==> src/rtl/piso_shift_param_if.sv <==
// Load handshake and serial line bundle for piso_shift_param.
// master = word producer / line driver side, slave = the shifter.
interface piso_shift_param_if #(
    parameter int WIDTH = 8
) ();
    logic             load_valid;
    logic             load_ready;
    logic [WIDTH-1:0] load_data;
    logic             ser_en;
    logic             ser_out;
    logic             ser_valid;
    logic             ser_last;

    modport master (
        output load_valid, load_data, ser_en,
        input  load_ready, ser_out, ser_valid, ser_last
    );

    modport slave (
        input  load_valid, load_data, ser_en,
        output load_ready, ser_out, ser_valid, ser_last
    );
endinterface

==> src/rtl/piso_shift_param.sv <==
// Parameterised parallel-in serial-out shifter with valid/ready load, shift-enable
// stall, last-bit flag and gap-free reload on the final bit of a word.
module piso_shift_param #(
    parameter int   WIDTH      = 8,
    parameter bit   LSB_FIRST  = 1'b0,
    parameter logic IDLE_LEVEL = 1'b0
) (
    input  logic              clk,
    input  logic              rst,
    piso_shift_param_if.slave bus
);
    localparam int            CW       = $clog2(WIDTH);
    localparam logic [CW-1:0] CNT_LAST = CW'(WIDTH - 1);

    typedef enum logic {IDLE, SHIFT} state_t;

    state_t           state, state_nxt;
    logic [WIDTH-1:0] sreg, sreg_nxt, sreg_shift;
    logic [CW-1:0]    cnt, cnt_nxt;
    logic             last;
    logic             head_bit;

    // The bit on the line is always the end of sreg nearest ser_out; shifting
    // pulls the next bit toward that end and zero-fills the far end.
    generate
        if (LSB_FIRST) begin : g_lsb
            assign sreg_shift = {1'b0, sreg[WIDTH-1:1]};
            assign head_bit   = sreg[0];
        end else begin : g_msb
            assign sreg_shift = {sreg[WIDTH-2:0], 1'b0};
            assign head_bit   = sreg[WIDTH-1];
        end
    endgenerate

    assign last = (state == SHIFT) && (cnt == CNT_LAST);

    always_ff @(posedge clk) begin
        if (rst) begin
            state <= IDLE;
            sreg  <= '0;
            cnt   <= '0;
        end else begin
            state <= state_nxt;
            sreg  <= sreg_nxt;
            cnt   <= cnt_nxt;
        end
    end

    // load_ready depends on ser_en only, never on load_valid.
    always_comb begin
        state_nxt      = state;
        sreg_nxt       = sreg;
        cnt_nxt        = cnt;
        bus.load_ready = 1'b0;
        case (state)
            IDLE: begin
                bus.load_ready = 1'b1;
                if (bus.load_valid) begin
                    sreg_nxt  = bus.load_data;
                    cnt_nxt   = '0;
                    state_nxt = SHIFT;
                end
            end
            SHIFT: begin
                if (bus.ser_en) begin
                    if (last) begin
                        bus.load_ready = 1'b1;
                        if (bus.load_valid) begin
                            sreg_nxt = bus.load_data;
                            cnt_nxt  = '0;
                        end else begin
                            state_nxt = IDLE;
                        end
                    end else begin
                        sreg_nxt = sreg_shift;
                        cnt_nxt  = cnt + 1'b1;
                    end
                end
            end
            default: state_nxt = IDLE;
        endcase
    end

    assign bus.ser_valid = (state == SHIFT);
    assign bus.ser_last  = last;
    assign bus.ser_out   = (state == SHIFT) ? head_bit : IDLE_LEVEL;

    a_capture_only_at_last: assert property (@(posedge clk) disable iff (rst)
        (state == SHIFT && bus.load_valid && bus.load_ready) |-> (last && bus.ser_en));

    a_last_once_per_word: assert property (@(posedge clk) disable iff (rst)
        (last && bus.ser_en) |=> !bus.ser_last);

endmodule

==> src/flat_wrapper.sv <==
// flat-port wrapper written by rule: the top's interface ports become plain ports
module piso_shift_param_flat 
#(
    parameter int   WIDTH      = 8,
    parameter bit   LSB_FIRST  = 1'b0,
    parameter logic IDLE_LEVEL = 1'b0
)
  (clk, rst, bus_load_valid, bus_load_data, bus_ser_en, bus_load_ready, bus_ser_out, bus_ser_valid, bus_ser_last);
  piso_shift_param_if #(.WIDTH(WIDTH)) bus_i ();
  input  logic clk;
  input  logic rst;
  input wire logic [$bits(bus_i.load_valid)-1:0] bus_load_valid;
  input wire logic [$bits(bus_i.load_data)-1:0] bus_load_data;
  input wire logic [$bits(bus_i.ser_en)-1:0] bus_ser_en;
  output wire logic [$bits(bus_i.load_ready)-1:0] bus_load_ready;
  output wire logic [$bits(bus_i.ser_out)-1:0] bus_ser_out;
  output wire logic [$bits(bus_i.ser_valid)-1:0] bus_ser_valid;
  output wire logic [$bits(bus_i.ser_last)-1:0] bus_ser_last;
  assign bus_i.load_valid = bus_load_valid;
  assign bus_i.load_data = bus_load_data;
  assign bus_i.ser_en = bus_ser_en;
  assign bus_load_ready = bus_i.load_ready;
  assign bus_ser_out = bus_i.ser_out;
  assign bus_ser_valid = bus_i.ser_valid;
  assign bus_ser_last = bus_i.ser_last;
  piso_shift_param #(.WIDTH(WIDTH), .LSB_FIRST(LSB_FIRST), .IDLE_LEVEL(IDLE_LEVEL)) u_core (.clk(clk), .rst(rst), .bus(bus_i));
endmodule
==> config.mk <==
export PLATFORM = sky130hd
export DESIGN_NAME = piso_shift_param_flat
export DESIGN_NICKNAME = d
export VERILOG_FILES = /design/src/rtl/piso_shift_param_if.sv /design/src/rtl/piso_shift_param.sv /design/src/flat_wrapper.sv
export SDC_FILE = /design/constraint.sdc
export NUM_CORES = 1
export LEC_CHECK = 0
export BUFFER_PORTS_ARGS = -buffer_cell sky130_fd_sc_hd__buf_2
export CELL_PAD_IN_SITES_DETAIL_PLACEMENT = 1
export CELL_PAD_IN_SITES_GLOBAL_PLACEMENT = 1
export CORE_MARGIN = 8
export CORE_UTILIZATION = 36
export CTS_CLUSTER_DIAMETER = 200
export CTS_CLUSTER_SIZE = 25
export DETAILED_ROUTE_END_ITERATION = 6
export PLACE_DENSITY_LB_ADDON = 0.1
export SETUP_SLACK_MARGIN = 0.4
export SYNTH_ARGS = -nofsm -noshare
export SYNTH_HDL_FRONTEND = slang
export SYNTH_SLANG_ARGS = --single-unit
==> constraint.sdc <==
create_clock -name clk -period 1.8 [get_ports clk]
set_clock_uncertainty 0.2 [all_clocks]
set_input_delay 0.18 -clock clk [delete_from_list [all_inputs] [get_ports clk]]
set_output_delay 0.18 -clock clk [all_outputs]
set_load 0.01 [all_outputs]
* Yosys cells after proc, flatten, opt, wreduce, memory -nomap -nowiden *
Cells that the tools add are included.

storage, ports and cells
  bits in registers = 12
  bits of input ports = 12
  output and inout bits = 4
  logic and storage cells = 24

cells by class
  add/sub/neg operators = 1
  eq/ne operators = 2
  multiplexer cells = 16
  bitwise logic cells = 1
  reduce and logical (&&, ||, !) cells = 1

operator list
  operator                                                        number
  8-bit two-way mux                                               3
  8-bit one-hot mux with 2 select lines                           1
  3-bit two-way mux                                               3
  1-bit two-way mux                                               6
  3-bit one-hot mux with 2 select lines                           1
  1-bit one-hot mux with 2 select lines                           2
  3-bit by 1-bit adder with 3-bit output (second input constant)  1
  3-bit equality test (second input constant)                     1
  2-bit != test (second input constant)                           1
  1-bit logical AND                                               1
  1-bit NOT                                                       1

* Logic depth before layout (Yosys ltp) *
Gate-level depths: netlist (run 1).

  depth after elaboration = 5
  gate-level depth with buffers = 6
  depth with buffers taken out = 5

* Worst setup path after synthesis (run 1) *
OpenSTA, ideal clock, no wires.

  kind = register to register
  start point = register u_core.cnt[0]
  end point = register u_core.sreg[1]
  library setup time = 0.058 ns
  data arrival time = 1.304 ns
  required time = 1.542 ns
  path slack = 0.238 ns
  stages on the path, launching flop included = 7
  buffers on the path = 1
  clock period less this slack = 1.562 ns
  cell sequence = dfxtp_1 > ha_1 > ha_1 > nand2b_1 > a21oi_2 > buf_6 > o221a_2

between the ends
  cells in the longest elaborated chain, start to end = 5

ends and longest elaborated chain
  item                                   line                    RTL
  start, declared                        piso_shift_param.sv:19  logic [CW-1:0] cnt, cnt_nxt;
  start signal, assigned                 piso_shift_param.sv:45  cnt <= cnt_nxt;
  3-bit equality test                    piso_shift_param.sv:35  assign last = (state == SHIFT) && (cnt == CNT_LAST);
  1-bit logical AND                      piso_shift_param.sv:35
  8-bit two-way mux                      piso_shift_param.sv:66  if (last) begin
  8-bit two-way mux                      piso_shift_param.sv:65  if (bus.ser_en) begin
  8-bit one-hot mux with 2 select lines  piso_shift_param.sv:55  case (state)
  end signal, assigned                   piso_shift_param.sv:44  sreg <= sreg_nxt;
  end, declared                          piso_shift_param.sv:18  logic [WIDTH-1:0] sreg, sreg_nxt, sreg_shift;

Every way passes these cells. The select of a mux whose other input is x is not followed.
A chain may end at the register's enable or synchronous reset.

* Worst setup path after layout (run 1) *
  start point = register u_core.cnt[0]
  end point = output bus_load_ready

between the ends
  cells in the longest elaborated chain, start to end = 5

ends and longest elaborated chain
  item                                   line                    RTL
  3-bit equality test                    piso_shift_param.sv:35
  1-bit logical AND                      piso_shift_param.sv:35
  1-bit two-way mux                      piso_shift_param.sv:66
  1-bit two-way mux                      piso_shift_param.sv:65
  1-bit one-hot mux with 2 select lines  piso_shift_param.sv:55
  end, declared                          flat_wrapper.sv:15      output wire logic [$bits(bus_i.load_ready)-1:0] bus_load_ready;

Every way passes these cells.

==> results of run 1 <==
## cell type report
type | instances | area share [%]
multi-input combinational | 37 | 40.3
sequential | 12 | 24.1
clock buffer | 4 | 3.59
tap | 16 | 1.98
inverter | 8 | 2.97
timing repair buffer | 31 | 27.0
## cells in the final DEF (no fill, tap or decap), types with 2 or more instances in the layout
| master | n |
|---|---|
| dlygate4sd3_1 | 8 |
| inv_1 | 8 |
| dfxtp_2 | 3 |
| o221a_2 | 6 |
| ha_4 | 2 |
| o21ai_2 | 2 |
| a21oi_4 | 3 |
| a21oi_2 | 6 |
| clkbuf_4 | 3 |
| dfxtp_1 | 9 |
| buf_2 | 13 |
| nand2b_1 | 3 |
| buf_6 | 6 |
| buf_4 | 2 |
| nand3b_1 | 2 |
## synthesized netlist by cell type (all sizes together)
library cell,n,area share [%]
a21bo,1,1.7
a21oi,9,8.5
and2,2,2.4
and2b,1,1.3
and3b,1,1.5
buf,3,4.8
dfxtp,12,42
ha,2,4.3
inv,8,5.2
nand2,2,1.7
nand2b,4,4.3
nand3b,2,2.6
nand4b,1,1.5
nor2,1,0.65
o21ai,3,2.6
o221a,7,14
o31ai,1,1.3
## cell families after synthesis
| logic type | after synthesis | share of synthesized area, % |
|---|---|---|
| fa+ha+maj | 2 | 4.35 |
| compound gates | 21 | 27.8 |
| simple gates | 14 | 16.1 |
| buf+inv | 11 | 10.0 |
| flops | 12 | 41.7 |
## critical path, delay by kind of cell, from the launching register on
kind | cells | cell delay [ps]
buffers and inverters | 1 | 110
AO/OA/AOI/OAI | 1 | 210
flip-flops | 1 | 340
adder cells (fa/ha/maj) | 2 | 330
## through the flow
step | power, mW | cells | utilization, % | cell area (sq um)
2_1_floorplan | 0.365 | 60 | - | 614
3_3_place_gp | 0.397 | 90 | 47.1 | 709
3_5_place_dp | 0.399 | 90 | 47.1 | 709
4_1_cts | 0.672 | 105 | 62.5 | 941
5_1_grt | 0.728 | 108 | 67.1 | 1010
6_report | 0.699 | 108 | 67.1 | 1010
## sequential cells by signal, indices dropped and copies added, names as in the netlist
signal / cells
u_core.bus.ser_valid: 1
u_core.cnt: 3
u_core.sreg: 8
## metal layers
| layer | up-vias | wire (um) | track usage [%] |
|---|---|---|---|
| met5 | - | 0 | 0 |
| met4 | 0 | 45 | 7.22 |
| met3 | 5 | 105 | 3.65 |
| met2 | 18 | 1020 | 18.5 |
| met1 | 276 | 846 | 13.2 |
| li1 | 280 | - | - |
## power groups by stage
| stage | registers (mW) | clock network (mW) | logic, mW |
|---|---|---|---|
| 2_1_floorplan | 0.302 | 0 | 0.0634 |
| 3_3_place_gp | 0.304 | 0 | 0.0933 |
| 3_5_place_dp | 0.305 | 0 | 0.0947 |
| 4_1_cts | 0.299 | 0.229 | 0.144 |
| 5_1_grt | 0.304 | 0.244 | 0.180 |
| 6_report | 0.300 | 0.230 | 0.169 |
## final timing paths
kind                   from        endpoint  slack [ps]  depth (start not counted)
max           u_core.cnt[0]  bus_load_ready         140                          4
min          bus_load_valid  u_core.sreg[0]          80                          3
max reg2reg   u_core.cnt[0]  u_core.sreg[3]         140                          7
min reg2reg   u_core.cnt[1]   u_core.cnt[1]         300                          2
## what timing repair did
action,in CTS,in global routing
setup buffers,2,2
hold endpoints to repair,8,0
hold buffers,8,0
pin swaps,7,6
endpoints found under the setup margin,14,14
resized for setup,23,7
gates cloned,1,1
==> metrics, run 1 <==
outcome complete, no violations; iteration-0 DRC count of the detailed router 8; total global-route track usage 11.7%; CTS clk-pin slew, worst paths 80 ps; Max Buffers Root-to-Sink 2; first-pass GRT wire length 2.93 mm; final net count 107; pin count of the biggest net entering global routing 17; vias in the first global route 618; Slew Limit Fails 0; Most common cell on crit path ha_4; Via-to-Cell Ratio 5.36; Row Count 14; leakage 0.427 nW; total number of vias 579; Net Sw Frac 28.3%; average size of a mapped cell 9.59 sq um; register area share after synthesis 41.7%; initial core utilization 38.2%; setup_tns 0 ps; number of clock sinks 12; routability cong. 0.676; HP Class primary input to flip-flop; CP Max Fanout 4; Flop pwr share 43.0%; synthesis-to-layout area growth 75.7%; HPWL after DPL 1.01 mm; multi-input combinational cell area 408 sq um; Internal Pwr Total 0.501 mW; Pre-Repair DR Iteration Count 4; CTS root buffer clkbuf_4; Clock Latency Late Sink 290 ps; Psw 0.198 mW; drt wl/cell 18.7 um; Mapped Nets 74; CP peak stage delay 340 ps; Final setup viols 0; critical-path cell list ha_4, ha_4, a21bo_4, buf_6; H-tree Lvls 1; Post-Syn Area 576 sq um; WS Path Type flip-flop to output port; Yosys cell types 21; Final Hold Vio Count 0; max_slew headroom 75.1%; Tcrit/Tclk final 92.4%; # IOs 16; Register Area 244 sq um; MaxCap Viol Count 0; pre-CTS setup slack 248 ps; core area 0.00151 sq mm; worst-margin pin slew 373 ps; CTS tree yes; fillers 166; Num CTS Buffers 3; PortBufs 15; width of the die 56.0 um; Post-Syn Instances 60; initial antenna violation count 0; DRC violations left 0; hold slack final 77.5 ps; Synth Register Bits 12; share of cells above drive strength 1 60.9%; Worst Path Required 1420 ps; maximum clock rate 601 MHz; Tmin final 1660 ps; CP max stage cell dfxtp_2; setup ws final 137 ps; combinational fraction of design power 24.1%; Clock power frac 32.9%; RSZ-0062 raised after global routing yes; # diodes 0; Congestion Overflow GR 0; CP Capture Type output port; routed wire length 2.02 mm; crit start category flip-flop; Final ANT Viol Nets 0; Die Area 0.00313 sq mm; crit path DAT 1280 ps; maximum vdd drop 0.483 mV; YS warnings 0; pwr dens 692 mW/mm^2; Die Ht 56.0 um
Note: power is estimated with default switching activity, not from simulation.
==> run 2: changes to the inputs <==
ABC_AREA = 1   (was not set)
==> metrics, run 2 <==
max_slew headroom 74.7% (was 75.1%); RSZ-0062 raised after global routing yes (unchanged); crit path DAT 1280 ps (about the same); max reg flops 8 (unchanged); synthesis-to-layout area growth 49.0% (was 75.7%); YS warnings 0 (unchanged); Max Buffers Root-to-Sink 2 (unchanged); iteration-0 DRC count of the detailed router 12 (was 8); initial core utilization 36.6% (was 38.2%); total number of vias 708 (was 579); Worst Path Required 1420 ps (about the same); Hold Path Depth 5 (was 3); worst reg2reg setup slack 200 ps (was 140 ps); FF-to-FF Start u_core.cnt[0] (unchanged); CP Capture Type output port (unchanged); WS Path Type flip-flop to output port (unchanged); most common cell after layout, fill and taps aside nor2_1 (was buf_2); Placement Cell Area 793 sq um (was 709 sq um); Pre-Repair DR Iteration Count 4 (unchanged); vias in the first global route 698 (was 618); final core occ 54.6% (was 67.1%); initial antenna violation count 0 (unchanged); setup ws final 140 ps (was 137 ps); Psw 0.204 mW (was 0.198 mW); width of the die 60 um (was 56.0 um); Synth area leader dfxtp_1 (unchanged); pre-CTS setup slack 226 ps (was 248 ps); setup_tns 0 ps (unchanged); Num CTS Buffers 3 (unchanged); H-tree Lvls 1 (unchanged); Flop pwr share 45.9% (was 43.0%); outcome complete, no violations (unchanged); CP endpoint bus_load_ready (unchanged); pwr dens 623 mW/mm^2 (was 692 mW/mm^2); CTS root buffer clkbuf_4 (unchanged); CP Max Fanout 2 (was 4); most numerous cell in the Yosys netlist nand3_1 (was dfxtp_1); MaxCap Viol Count 0 (unchanged); Net Sw Frac 31.5% (was 28.3%); drt wl/cell 13.9 um (was 18.7 um); Post-Syn Area 697 sq um (was 576 sq um); Final ANT Viol Nets 0 (unchanged); Row Count 16 (was 14); # diodes 0 (unchanged); core area 0.00190 sq mm (was 0.00151 sq mm); register area share after synthesis 34.5% (was 41.7%); PortBufs 15 (unchanged); leakage 0.472 nW (was 0.427 nW); Yosys cell types 18 (was 21); DRC violations left 0 (unchanged); worst-margin pin slew 377 ps (was 373 ps); most flop-heavy register u_core.sreg (unchanged); Top FF cell, synth dfxtp_1 (unchanged); synth top area cells dfxtp_1 34%, nand3_1 17%, nor2_1 12% (was dfxtp_1 42%, o221a_2 14%, a21oi_1 7.0%); # IOs 16 (unchanged); worst reg2reg endpoint u_core.sreg[4] (was u_core.sreg[3]); Total Power 0.647 mW (was 0.699 mW); Reg2Reg Depth 7 (unchanged); Synth Register Bits 12 (unchanged); Slew Limit Fails 0 (unchanged); most frequent cells in the layout 22 x nor2_1, 14 x nand3_1, 13 x buf_2, 11 x inv_1, 10 x nand3_2 (was 13 x buf_2, 9 x dfxtp_1, 8 x inv_1, 8 x dlygate4sd3_1); CP startpoint u_core.cnt[0] (unchanged); Synth top area share 34.5% (was 41.7%); first-pass GRT wire length 3.20 mm (was 2.93 mm); Tmin final 1660 ps (about the same); combinational fraction of design power 28.1% (was 24.1%); CTS tree yes (unchanged); Die Ht 60 um (was 56.0 um); total global-route track usage 11.9% (was 11.7%); Clock power frac 26.0% (was 32.9%); Post-synth EDFFs 0 (unchanged); HP Class primary input to flip-flop (unchanged); post-route cell area 0.00104 sq mm (was 0.00101 sq mm); Clock Latency Late Sink 270 ps (was 290 ps); pin count of the biggest net entering global routing 11 (was 17); maximum clock rate 603 MHz (was 601 MHz); routed wire length 2.09 mm (was 2.02 mm); Tcrit/Tclk final 92.2% (was 92.4%); Mapped Nets 111 (was 74); maximum vdd drop 0.355 mV (was 0.483 mV); Final Hold Vio Count 0 (unchanged); most frequent cells after synthesis 24 x nand3_1, 22 x nor2_1, 14 x inv_1, 12 x dfxtp_1, 5 x nand2_1 (was 12 x dfxtp_1, 8 x a21oi_1, 8 x inv_1, 7 x o221a_2, 4 x nand2b_1); CTS clk-pin slew, worst paths 70 ps (was 80 ps); crit start category flip-flop (unchanged); share of flip-flops with an asynchronous set or reset 0% (unchanged); share of cells above drive strength 1 46.8% (was 60.9%); Via-to-Cell Ratio 4.69 (was 5.36); number of clock sinks 12 (unchanged); routability cong. 0.707 (was 0.676); average size of a mapped cell 7.18 sq um (was 9.59 sq um); Congestion Overflow GR 0 (unchanged); HPWL after DPL 1.28 mm (was 1.01 mm); Post-Syn Instances 97 (was 60); Die Area 0.00360 sq mm (was 0.00313 sq mm); Internal Pwr Total 0.444 mW (was 0.501 mW); final net count 140 (was 107); Final setup viols 0 (unchanged)
-- run 2: changes by cell type after synthesis, sizes merged, moves of 2 or more --
cell / previous run / this run
o221a: 7 / 0
a21oi: 9 / 3
nand2b: 4 / 0
nand3: 0 / 25
inv: 8 / 16
nor2: 1 / 23
nand3b: 2 / 0
nand2: 2 / 9
and2: 2 / 0
-- run 2: how the worst min path moves through the flow --
| stage | start | slack, ps | end |
|---|---|---|---|
| after floorplan | rst | 50 | u_core.cnt[1] |
| after CTS | bus_load_data[5] | 40 | u_core.sreg[5] |
| after global placement | rst | 200 | u_core.cnt[2] |
| final | bus_load_data[5] | 40 | u_core.sreg[5] |
| after global routing | bus_load_data[5] | 70 | u_core.sreg[5] |
| after detailed placement | rst | 200 | u_core.cnt[1] |
-- run 2: layout make-up --
cell class	instances	area (sq um)
Fill cell	237	863
Multi-Input combinational cell	66	477
Sequential cell	12	246
Timing Repair Buffer	26	185
Inverter	17	73.8
Tap cell	27	33.8
Clock buffer	3	22.5
-- run 2: through the flow --
stage / std cells / hold slack, ps
2_1_floorplan: 97 / 49.1
3_3_place_gp: 138 / 203
3_5_place_dp: 138 / 200
4_1_cts: 149 / 36.2
5_1_grt: 151 / 66.3
6_report: 151 / 36.3
-- run 2: power groups by stage --
| stage | sequential [mW] | clock [mW] | combinational [mW] |
|---|---|---|---|
| floorplan | 0.302 | 0 | 0.0936 |
| global placement | 0.305 | 0 | 0.125 |
| detailed placement | 0.306 | 0 | 0.128 |
| CTS | 0.297 | 0.177 | 0.170 |
| global route | 0.300 | 0.194 | 0.202 |
| finish | 0.297 | 0.168 | 0.182 |
-- run 2: timing repair --
action                                 CTS  global route
resized for setup                       26             9
pin swaps                               16             2
hold buffers                             3             0
buffers inserted                         5             2
setup endpoints to repair               16            15
endpoints found under the hold margin    4             0
-- run 2: worst max-delay path, stage by stage, from the launching register on --
cell	delay, ps
dfxtp_2	340
ha_4	170
ha_4	170
inv_6	80
nand2_8	50
nand2_4	60
inv_2	30
buf_6	110
-- run 2: kinds of logic after synthesis --
logic type | count (synthesis) | share of synthesized area [%]
compound gates | 6 | 4.67
buf+inv | 19 | 12.7
simple gates | 58 | 44.5
fa+ha+maj | 2 | 3.59
flops | 12 | 34.5
-- run 2: per-layer routing --
| metal | up-vias | track usage, % | part of all wire (%) | wire length, um |
|---|---|---|---|---|
| met5 | - | 0 | 0 | 0 |
| met4 | 0 | 6.12 | 1.3 | 28 |
| met3 | 4 | 2.58 | 3.8 | 80 |
| met2 | 11 | 19.4 | 54 | 1120 |
| met1 | 330 | 14.1 | 41 | 862 |
| li1 | 363 | - | - | - |
==> run 3: changes to the inputs <==
RECOVER_POWER = 50   (was not set)
SETUP_SLACK_MARGIN = 0.02   (was 0.4)
==> metrics, run 3 (same netlist as run 2, synthesis figures left out) <==
outcome complete, no violations (unchanged); CTS tree yes (unchanged); Tmin final 1720 ps (was 1660 ps); post-route cell area 902 sq um (was 0.00104 sq mm); final core occ 47.4% (was 54.6%); # IOs 16 (unchanged); number of clock sinks 12 (unchanged); width of the die 60 um (unchanged); DRC violations left 0 (unchanged); pre-CTS setup slack 179 ps (was 226 ps); PortBufs 15 (unchanged); setup ws final 79.7 ps (was 140 ps); Row Count 16 (unchanged); Placement Cell Area 791 sq um (was 793 sq um); Net Sw Frac 29.9% (was 31.5%); Tcrit/Tclk final 95.6% (was 92.2%); H-tree Lvls 1 (unchanged); Internal Pwr Total 0.427 mW (was 0.444 mW); most frequent cells in the layout 24 x nand3_1, 22 x nor2_1, 15 x buf_2, 14 x inv_1, 11 x dfxtp_1 (was 22 x nor2_1, 14 x nand3_1, 13 x buf_2, 11 x inv_1, 10 x nand3_2); Die Ht 60 um (unchanged); Flop pwr share 49.2% (was 45.9%); HPWL after DPL 1.34 mm (was 1.28 mm); RSZ-0062 raised after global routing no (was yes); crit path DAT 1340 ps (was 1280 ps); setup_tns 0 ps (unchanged); HP Class primary input to flip-flop (unchanged); Slew Limit Fails 0 (unchanged); CP Max Fanout 6 (was 2); maximum vdd drop 0.416 mV (was 0.355 mV); pin count of the biggest net entering global routing 11 (unchanged); WS Path Type flip-flop to output port (unchanged); CTS clk-pin slew, worst paths 80 ps (was 70 ps); first-pass GRT wire length 2.99 mm (was 3.20 mm); Max Buffers Root-to-Sink 2 (unchanged); worst-margin pin slew 295 ps (was 377 ps); pwr dens 675 mW/mm^2 (was 623 mW/mm^2); max_slew headroom 80.3% (was 74.7%); Psw 0.182 mW (was 0.204 mW); drt wl/cell 12.1 um (was 13.9 um); Final ANT Viol Nets 0 (unchanged); total number of vias 684 (was 708); Pre-Repair DR Iteration Count 4 (unchanged); MaxCap Viol Count 0 (unchanged); leakage 0.437 nW (was 0.472 nW); Via-to-Cell Ratio 4.56 (was 4.69); Final setup viols 0 (unchanged); Num CTS Buffers 3 (unchanged); Final Hold Vio Count 0 (unchanged); initial antenna violation count 0 (unchanged); routability cong. 0.723 (was 0.707); Die Area 0.00360 sq mm (unchanged); vias in the first global route 677 (was 698); final net count 139 (was 140); crit start category flip-flop (unchanged); CTS root buffer clkbuf_4 (unchanged); Clock power frac 27.4% (was 26.0%); most common cell after layout, fill and taps aside nand3_1 (was nor2_1); most flop-heavy register u_core.sreg (unchanged); maximum clock rate 581 MHz (was 603 MHz); hold slack final 34.6 ps (was 36.3 ps); core area 0.00190 sq mm (unchanged); combinational fraction of design power 23.5% (was 28.1%); Worst Path Required 1420 ps (about the same); # diodes 0 (unchanged); CP Capture Type output port (unchanged); initial core utilization 36.6% (unchanged); routed wire length 1.81 mm (was 2.09 mm); Clock Latency Late Sink 270 ps (about the same); Congestion Overflow GR 0 (unchanged); iteration-0 DRC count of the detailed router 13 (was 12); synthesis-to-layout area growth 29.4% (was 49.0%); total global-route track usage 11.2% (was 11.9%); max reg flops 8 (unchanged); share of cells above drive strength 1 29.3% (was 46.8%)
[run 3: changes by cell type in the layout (fill, tap and decap cells not counted), sizes merged]
cell | before | now
buf | 23 | 22
[run 3: metrics by stage]
step           power, mW  instances
2_1_floorplan      0.395         97
3_3_place_gp       0.430        138
3_5_place_dp       0.434        138
4_1_cts            0.615        145
5_1_grt            0.655        150
6_report           0.609        150
[run 3: routing by layer]
metal	wire [um]	vias to the layer above	share of wire [%]	track usage, %
li1	-	361	-	-
met1	844	309	47	13.0
met2	847	10	47	18.3
met3	84	4	4.6	2.58
met4	33	0	1.8	6.12
met5	0	-	0	0
[run 3: cell type report]
class	count	area, sq um
Tap cell	27	33.8
Multi-Input combinational cell	66	378
Inverter	17	68.8
Clock buffer	3	22.5
Fill cell	258	1000
Timing Repair Buffer	25	158
Sequential cell	12	241
[run 3: critical path, cell delays in order (launching register included)]
cell and delay [ps]:
dfxtp_2 320, ha_2 190, ha_4 180, inv_4 60, nand2_4 60, nand2_2 90
inv_1 40, buf_2 130
[run 3: path summary, 6_finish.rpt]
check / endpoint / startpoint / slack [ps] / cells after the start
worst max-delay path: bus_load_ready / u_core.cnt[0] / 80 / 7
worst min-delay path: u_core.sreg[5] / bus_load_data[5] / 30 / 5
worst max register to register: u_core.sreg[4] / u_core.cnt[1] / 130 / 8
worst min register to register: u_core.sreg[2] / u_core.sreg[2] / 280 / 2
[run 3: repair_timing]
action	in CTS	in global routing
hold buffers	3	0
gates resized for setup	5	1
buffers inserted	1	5
endpoints found under the setup margin	1	1
hold endpoints to repair	4	0
pin swaps	1	1
[run 3: power by group through the flow]
stage               Combinational, mW  Sequential (mW)  Clock (mW)
floorplan                      0.0936            0.302           0
global placement                0.125            0.305           0
detailed placement              0.128            0.306           0
CTS                             0.134            0.300       0.180
global route                    0.161            0.302       0.192
finish                          0.143            0.300       0.167
